===== src/rtl/axis_pkg.sv =====
// axis_pkg: shared count-width helper and default beat layout for the AXI-Stream FIFO.
package axis_pkg;
   localparam int DEF_DATA_WIDTH = 64;
   localparam int DEF_USER_WIDTH = 1;
   typedef struct packed {
      logic [DEF_DATA_WIDTH-1:0]   tdata;
      logic [DEF_DATA_WIDTH/8-1:0] tkeep;
      logic                        tlast;
      logic [DEF_USER_WIDTH-1:0]   tuser;
   } axis_beat_t;
   function automatic int clog2_cnt(input int depth);
      return $clog2(depth) + 1;
   endfunction
endpackage


===== src/rtl/axis_sdp_ram.sv =====
// axis_sdp_ram: simple dual-port array, synchronous write and asynchronous read (distributed RAM).
module axis_sdp_ram #(
   parameter int WIDTH = 8,
   parameter int DEPTH = 16
) (
   input  logic                     clk,
   input  logic                     we,
   input  logic [$clog2(DEPTH)-1:0] waddr,
   input  logic [WIDTH-1:0]         wdata,
   input  logic [$clog2(DEPTH)-1:0] raddr,
   output logic [WIDTH-1:0]         rdata
);
   logic [WIDTH-1:0] mem_q [DEPTH];
   always_ff @(posedge clk) begin
      if (we) mem_q[waddr] <= wdata;
   end
   assign rdata = mem_q[raddr];
endmodule


===== src/rtl/axis_pkt_fifo.sv =====
// axis_pkt_fifo: single-clock first-word-fall-through AXI4-Stream FIFO with optional
// store-and-forward gating that releases a frame only once its tlast beat is buffered.
module axis_pkt_fifo import axis_pkg::*; #(
   parameter int DATA_WIDTH  = 64,
   parameter int USER_WIDTH  = 1,
   parameter int DEPTH       = 16,
   parameter int PACKET_MODE = 0
) (
   input  logic                           s_axis_aclk,
   input  logic                           s_axis_aresetn,
   input  logic                           s_axis_tvalid,
   output logic                           s_axis_tready,
   input  logic [DATA_WIDTH-1:0]          s_axis_tdata,
   input  logic [DATA_WIDTH/8-1:0]        s_axis_tkeep,
   input  logic                           s_axis_tlast,
   input  logic [USER_WIDTH-1:0]          s_axis_tuser,
   output logic                           m_axis_tvalid,
   input  logic                           m_axis_tready,
   output logic [DATA_WIDTH-1:0]          m_axis_tdata,
   output logic [DATA_WIDTH/8-1:0]        m_axis_tkeep,
   output logic                           m_axis_tlast,
   output logic [USER_WIDTH-1:0]          m_axis_tuser,
   output logic [clog2_cnt(DEPTH)-1:0]    axis_data_count,
   output logic [clog2_cnt(DEPTH)-1:0]    axis_pkt_count
);
   localparam int AW = $clog2(DEPTH);
   localparam int CW = clog2_cnt(DEPTH);
   typedef struct packed {
      logic [DATA_WIDTH-1:0]   tdata;
      logic [DATA_WIDTH/8-1:0] tkeep;
      logic                    tlast;
      logic [USER_WIDTH-1:0]   tuser;
   } beat_t;
   beat_t         wr_beat, rd_beat;
   logic [CW-1:0] wr_ptr_q, wr_ptr_d, rd_ptr_q, rd_ptr_d;
   logic [CW-1:0] data_cnt_q, data_cnt_d, pkt_cnt_q, pkt_cnt_d;
   logic          oor_q, oor_d, full, wr_en, rd_en;
   assign wr_beat = {s_axis_tdata, s_axis_tkeep, s_axis_tlast, s_axis_tuser};
   // Full when the pointers differ only in the wrap bit; everything here depends on flops only.
   always_comb begin
      full          = (wr_ptr_q ^ rd_ptr_q) == CW'(DEPTH);
      s_axis_tready = oor_q && !full;
      m_axis_tvalid = (data_cnt_q != '0) && (PACKET_MODE == 0 || pkt_cnt_q != '0 || full);
      wr_en         = s_axis_tvalid && s_axis_tready;
      rd_en         = m_axis_tvalid && m_axis_tready;
      wr_ptr_d      = wr_ptr_q + CW'(wr_en);
      rd_ptr_d      = rd_ptr_q + CW'(rd_en);
      data_cnt_d    = data_cnt_q + CW'(wr_en) - CW'(rd_en);
      pkt_cnt_d     = pkt_cnt_q + CW'(wr_en && s_axis_tlast) - CW'(rd_en && rd_beat.tlast);
      oor_d         = 1'b1;
   end
   always_ff @(posedge s_axis_aclk or negedge s_axis_aresetn) begin
      if (!s_axis_aresetn) begin
         wr_ptr_q   <= '0;
         rd_ptr_q   <= '0;
         data_cnt_q <= '0;
         pkt_cnt_q  <= '0;
         oor_q      <= 1'b0;
      end else begin
         wr_ptr_q   <= wr_ptr_d;
         rd_ptr_q   <= rd_ptr_d;
         data_cnt_q <= data_cnt_d;
         pkt_cnt_q  <= pkt_cnt_d;
         oor_q      <= oor_d;
      end
   end
   axis_sdp_ram #(.WIDTH($bits(beat_t)), .DEPTH(DEPTH)) u_ram (
      .clk   (s_axis_aclk),
      .we    (wr_en),
      .waddr (wr_ptr_q[AW-1:0]),
      .wdata (wr_beat),
      .raddr (rd_ptr_q[AW-1:0]),
      .rdata (rd_beat)
   );
   assign m_axis_tdata    = rd_beat.tdata;
   assign m_axis_tkeep    = rd_beat.tkeep;
   assign m_axis_tlast    = rd_beat.tlast;
   assign m_axis_tuser    = rd_beat.tuser;
   assign axis_data_count = data_cnt_q;
   assign axis_pkt_count  = pkt_cnt_q;
endmodule


===== config.mk =====
export PLATFORM = sky130hd
export DESIGN_NAME = axis_pkt_fifo
export DESIGN_NICKNAME = d
export VERILOG_FILES = /design/src/rtl/axis_pkg.sv /design/src/rtl/axis_sdp_ram.sv /design/src/rtl/axis_pkt_fifo.sv
export SDC_FILE = /design/constraint.sdc
export NUM_CORES = 1
export LEC_CHECK = 0
export BUFFER_PORTS_ARGS = -buffer_cell sky130_fd_sc_hd__buf_2
export CELL_PAD_IN_SITES_DETAIL_PLACEMENT = 1
export CELL_PAD_IN_SITES_GLOBAL_PLACEMENT = 1
export CORE_MARGIN = 5
export CORE_UTILIZATION = 50
export DETAILED_ROUTE_END_ITERATION = 8
export PLACE_DENSITY = 0.86
export RECOVER_POWER = 50
export SKIP_CTS_REPAIR_TIMING = 1
export SYNTH_ARGS = -nofsm -noshare
export SYNTH_HDL_FRONTEND = slang
export SYNTH_SLANG_ARGS = --single-unit

===== constraint.sdc =====
create_clock -name s_axis_aclk -period 8.3 [get_ports s_axis_aclk]
set_input_delay 0 -clock s_axis_aclk [delete_from_list [all_inputs] [get_ports s_axis_aclk]]
set_output_delay 0 -clock s_axis_aclk [all_outputs]
set_load 0.1 [all_outputs]

# Word-level counts from Yosys, hierarchy flattened
# Memories as Yosys holds them, arrays and structs flattened.
# Index checks and enable logic that the tools add are counted.
# W data, S select, Z words.
word_totals:
  regBits: 21
  ram_bits: 1184
  out_inout_bits: 86
  elab_cells: 23
  memories: 1
op_classes:
  addsub: 6
  eq_ne: 1
  muxes: 2
  bitwise_logic: 1
  reduce_logical: 7
mem_list:
  columns: ["memory", "words", "width", "read_ports", "rd_clocked_by_memory_dff", "wr", "line", "text"]
  rows:
  - ["u_ram.mem_q", 16, 74, 1, 0, 1, "axis_sdp_ram.sv:13", "logic [WIDTH-1:0] mem_q [DEPTH];"]
op_table:
  columns: ["cell", "count"]
  rows:
  - ["$add A5 B1 Y5", 4]
  - ["$sub A5 B1 Y5", 2]
  - ["$eq A5 B5 Y1 const B", 1]
  - ["$logic_and A1 B1 Y1", 5]
  - ["$reduce_bool A5 Y1", 1]
  - ["$xor A5 B5 Y5", 1]
  - ["$mux W1", 2]
  - ["$logic_not A1 Y1", 1]

# Logic depth before layout (Yosys ltp)
depth:
  depth_word: 8
  mapped_depth: 15

# Hierarchy
# Synthesis repeated with hierarchy kept, for this count alone.
hier_totals:
  cells_unflattened: 1923
  area_unflattened_um2: 45387.3
by_module_without_submodules:
  columns: ["module", "instances", "cells_each", "area_each_um2"]
  rows:
  - ["axis_sdp_ram", 1, 1827, 44273.7]
  - ["axis_pkt_fifo", 1, 96, 1113.6]

# Least setup slack after synthesis
# No wires, ideal clock.
synth_path:
  path_type: "register to register"
  start: "register rd_ptr_q[1]"
  end: "memory u_ram.mem_q[2][0] (netlist bit), enable pin"
  arrival_ns: 8.127
  slack_ns: -0.515
  stages_incl_launch_ff: 7
  synth_period_minus_slack_ns: 8.815
  path_cell_list: "dfrtp_1 > buf_4 > xor2_1 > nor4_2 > nor2b_1 > buf_2 > nor4_1"
synth_via:
  elab_chain_len: 7
synth_rtl:
  columns: ["element", "line", "text"]
  rows:
  - ["from (decl)", "axis_pkt_fifo.sv:35", "logic [CW-1:0] wr_ptr_q, wr_ptr_d, rd_ptr_q, rd_ptr_d;"]
  - ["from (signal assigned)", "axis_pkt_fifo.sv:61", "rd_ptr_q <= rd_ptr_d;"]
  - ["$xor A5 B5 Y5", "axis_pkt_fifo.sv:41", "full = (wr_ptr_q ^ rd_ptr_q) == CW'(DEPTH);"]
  - ["$eq A5 B5 Y1", "axis_pkt_fifo.sv:41", null]
  - ["$logic_not A1 Y1", "axis_pkt_fifo.sv:42", "s_axis_tready = oor_q && !full;"]
  - ["$logic_and A1 B1 Y1", "axis_pkt_fifo.sv:42", null]
  - ["$logic_and A1 B1 Y1", "axis_pkt_fifo.sv:44", "wr_en = s_axis_tvalid && s_axis_tready;"]
  - ["$mux W1", "axis_sdp_ram.sv:15", "if (we) mem_q[waddr] <= wdata;"]
  - ["$mux W1 (not written as such)", "axis_sdp_ram.sv:15", null]
  - ["to (decl)", "axis_sdp_ram.sv:13", null]
# No other way between the ends.

# Worst setup path in the final report
layout_path:
  start: "register rd_ptr_q[1]"
  end: "output m_axis_tdata[5]"
layout_via:
  elab_chain_len: 1
layout_rtl:
  columns: ["element", "line", "text"]
  rows:
  - ["$mem_v2 Z16 W74", null, null]
  - ["to (decl)", "axis_pkt_fifo.sv:19", "output logic [DATA_WIDTH-1:0] m_axis_tdata,"]
# No other way between the ends.

==> results.py <==
metrics = {
    "detailed_routing": {
        "first_pass_iters": 5,
        "vias_per_cell": 6.21,
        "dr.max_layer_used": "met5",
        "wl_met1_mm": 42.0,
        "drt_iter0_markers": 2266,
        "met3_length_mm": 7.79,
        "antenna_left": 0,
        "wl_met2_mm": 58.8,
        "wire_per_inst_um": 31.7,
        "routed_wirelength_mm": 111,
        "drc_errors": 0,
        "dr_total_vias": 21800,
    },
    "setup_path": {
        "cp.required_ns": 8.30,
        "max_stage_delay_ns": 1.65,
        "cp.arrival_ns": 5.45,
        "crit_type": "flip-flop to output port",
        "end_kind": "output port",
        "slowest_stage": "dfrtp_1",
        "crit_chain": "buf_4 -> buf_4 -> mux4_2 -> a22oi_1 -> nand2_1 -> buf_2",
        "crit_path_start_kind": "flip-flop",
        "r2r_slack_ns": 3.19,
        "cp.buffers_inverters": 3,
        "cp_top_family": "buffers and inverters",
        "cpMostUsedCell": "buf_4",
        "cp_max_fo": 63,
    },
    "outcome": {
        "violations": "max-capacitance violations, max-slew violations",
        "status": "complete, but fails checks",
    },
    "placed_design": {
        "dp_cells": 3210,
        "placed_area_um2": 47700,
        "post-place-ws_ns": 3.80,
        "place.port_buffers": 163,
        "hpwl_mm": 55.5,
        "gp_congestion": 0.731,
    },
    "floorplan": {
        "fp-row-count": 110,
        "die_y_um": 311,
        "floorplan.io_pins": 164,
        "die_x_um": 311,
        "start_util": 0.504,
        "design.die.area_um2": 97000,
        "core_um2": 90100,
    },
    "timing": {
        "slew_headroom": -0.492,
        "fin_skew_ns": 0.0325,
        "rsz0062_at_grt": "no",
        "tightest_slew_ns": 2.24,
        "fmax_mhz": 183,
        "period_needed_ns": 5.45,
        "setup_viol": 0,
        "worst_slack_ns": 2.85,
        "report.final.slew_viol_count": 64,
        "hold_viol_final": 0,
        "fin_crit_sh": 0.657,
    },
    "logic_synthesis": {
        "synth-seq-cells": 1205,
        "synth_warnings": 0,
        "yosys-top-cells-area": "edfxtp_1 (78%), mux4_2 (15%), a22oi_1 (2.4%)",
        "ys.flop_type": "edfxtp_1",
        "synth_cells": 1932,
        "synth.distinct_cells": 32,
        "avgSynthCellArea_um2": 23.5,
        "synthTopCellsByCount": "edfxtp_1 (1184), mux4_2 (296), a22oi_1 (146)",
        "yosysTopAreaCellShare": 0.783,
        "synth_nets": 2027,
        "yosys.area.top_type": "edfxtp_1",
        "synth-edff-count": 1184,
        "ys_seq_area_frac": 0.794,
        "synthArstFlopShare": 0.0174,
        "synthMostInstantiatedCell": "edfxtp_1",
        "mappedNetlistArea_um2": 45400,
    },
    "power": {
        "leakagePower_uw": 0.0165,
        "p_per_area_nw_per_um2": 383,
        "fin_total_pwr_uw": 19900,
        "ir_drop_mv": 0.495,
    },
    "layout": {
        "instances_no_fill": 3504,
        "drive_above_1_share": 0.258,
        "area_delta_synth_final_pct": 14.4,
        "nFillCells": 7469,
        "stdcell_area_um2": 52000,
        "num-nets-final": 2326,
    },
    "clocking": {
        "ctsLongestPathBuffers": 3,
        "htreeDepth": 3,
        "cts_root_buf": "clkbuf_16",
        "clock_latency_ns": 0.71,
        "clk_pin_slew_ns": 0.06,
        "cts_tree": "built",
        "cts_sinks": 1205,
        "numCtsBuffers": 116,
    },
    "grt": {
        "grt_pass1_wl_mm": 162,
        "grt_max_degree": 149,
        "first_global_vias": 23500,
        "grt.total_usage": 0.228,
        "antenna_found_initial": 5,
        "grt-ovfl-total": 0,
    },
    "worst_hold_path": {
        "hp-class": "input pin to flip-flop",
    },
    "run": {
        "maxCapViolCount": 2,
    },
}
-- logic make-up (layout without fill, tap and decap cells) --
family                     after synthesis  count (layout)  share of synthesized area
other                                    1               2                  0.0000825
xor gates and xnor gates                19              19                    0.00366
AOI/OAI and AO/OA                      160             160                     0.0262
adders and majority gates               17              17                    0.00501
buffers and inverters                  121             516                     0.0134
and+or+nand+nor                        112             112                     0.0107
muxes                                  297             297                      0.147
DFF                                   1205            1205                      0.794
-- where the power goes --
| group | leakage (uW) | switching (uW) | internal (uW) |
|---|---|---|---|
| registers | 0.0109 | 270 | 7070 |
| clock network | 0.00179 | 2230 | 2830 |
| logic | 0.00384 | 5420 | 2080 |
-- area by class of cell --
cell class                 count  area (um^2)  share of cell area
sequential                  1205        36100               0.694
multi-input combinational    606         8870               0.171
clock buffer                 136         3000              0.0577
timing repair buffer         283         1830              0.0353
tap                         1176         1470              0.0283
clock inverter                78          646              0.0124
inverter                      19         71.3             0.00137
antenna                        1         2.50           0.0000481
-- worst paths after layout --
| check | cells after the start | from | endpoint |
|---|---|---|---|
| worst min-delay path | 5 | m_axis_tready | rd_ptr_q[0]$_DFF_PN0_ |
| worst min register to register | 1 | wr_ptr_q[4]$_DFF_PN0_ | wr_ptr_q[4]$_DFF_PN0_ |
| worst max register to register | 13 | rd_ptr_q[1]$_DFF_PN0_ | axis_pkt_count[4]$_DFF_PN0_ |
| min in group asynchronous | 4 | s_axis_aresetn | rd_ptr_q[3]$_DFF_PN0_ |
| worst max-delay path | 6 | rd_ptr_q[1]$_DFF_PN0_ | m_axis_tdata[5] |
| max in group asynchronous | 4 | s_axis_aresetn | rd_ptr_q[0]$_DFF_PN0_ |
-- sequential cells by signal (all words and copies together) (netlist names) --
signal           flops
axis_data_count      5
axis_pkt_count       5
oor_q                1
rd_ptr_q             5
u_ram.mem_q       1184
wr_ptr_q             5
-- cells in the final DEF, fill, tap and decap left out, drive strengths merged, types with 3 or more instances in the layout --
cell            n
dfrtp          21
clkinv         60
nand3           4
dlygate4sd3    78
xor2            7
clkbuf        224
inv            24
a22oi         146
nand2          79
clkinvlp        5
bufinv          8
a21oi           6
a21o            3
ha             15
nor2b           4
mux4          296
edfxtp       1184
nor4            9
nor2            9
buf           117
xnor2          12
-- worst min-delay path, cell delays in order --
cell and delay, ns:
dlygate4sd3_1 0.52, buf_2 0.09, nand2_1 0.09, inv_1 0.09, ha_1 0.12
-- stage by stage --
| step | hold WS [ns] | setup TNS, ns | utilization |
|---|---|---|---|
| 5_1_grt | 0.305 | 0 | 0.577 |
| 4_1_cts | -0.764 | 0 | 0.569 |
| 2_1_floorplan | -0.296 | -275.15 | - |
| 3_5_place_dp | -0.00488 | 0 | 0.529 |
| 3_3_place_gp | -0.0111 | 0 | 0.529 |
| 6_report | 0.275 | 0 | 0.577 |
-- routing by layer --
layer / global-route usage / vias to the layer above
met5: 0 / -
met4: 0.0622 / 4
met3: 0.0412 / 183
met2: 0.395 / 1026
met1: 0.302 / 11700
li1: - / 8845
No activity file was read; power rests on OpenSTA's default activity.
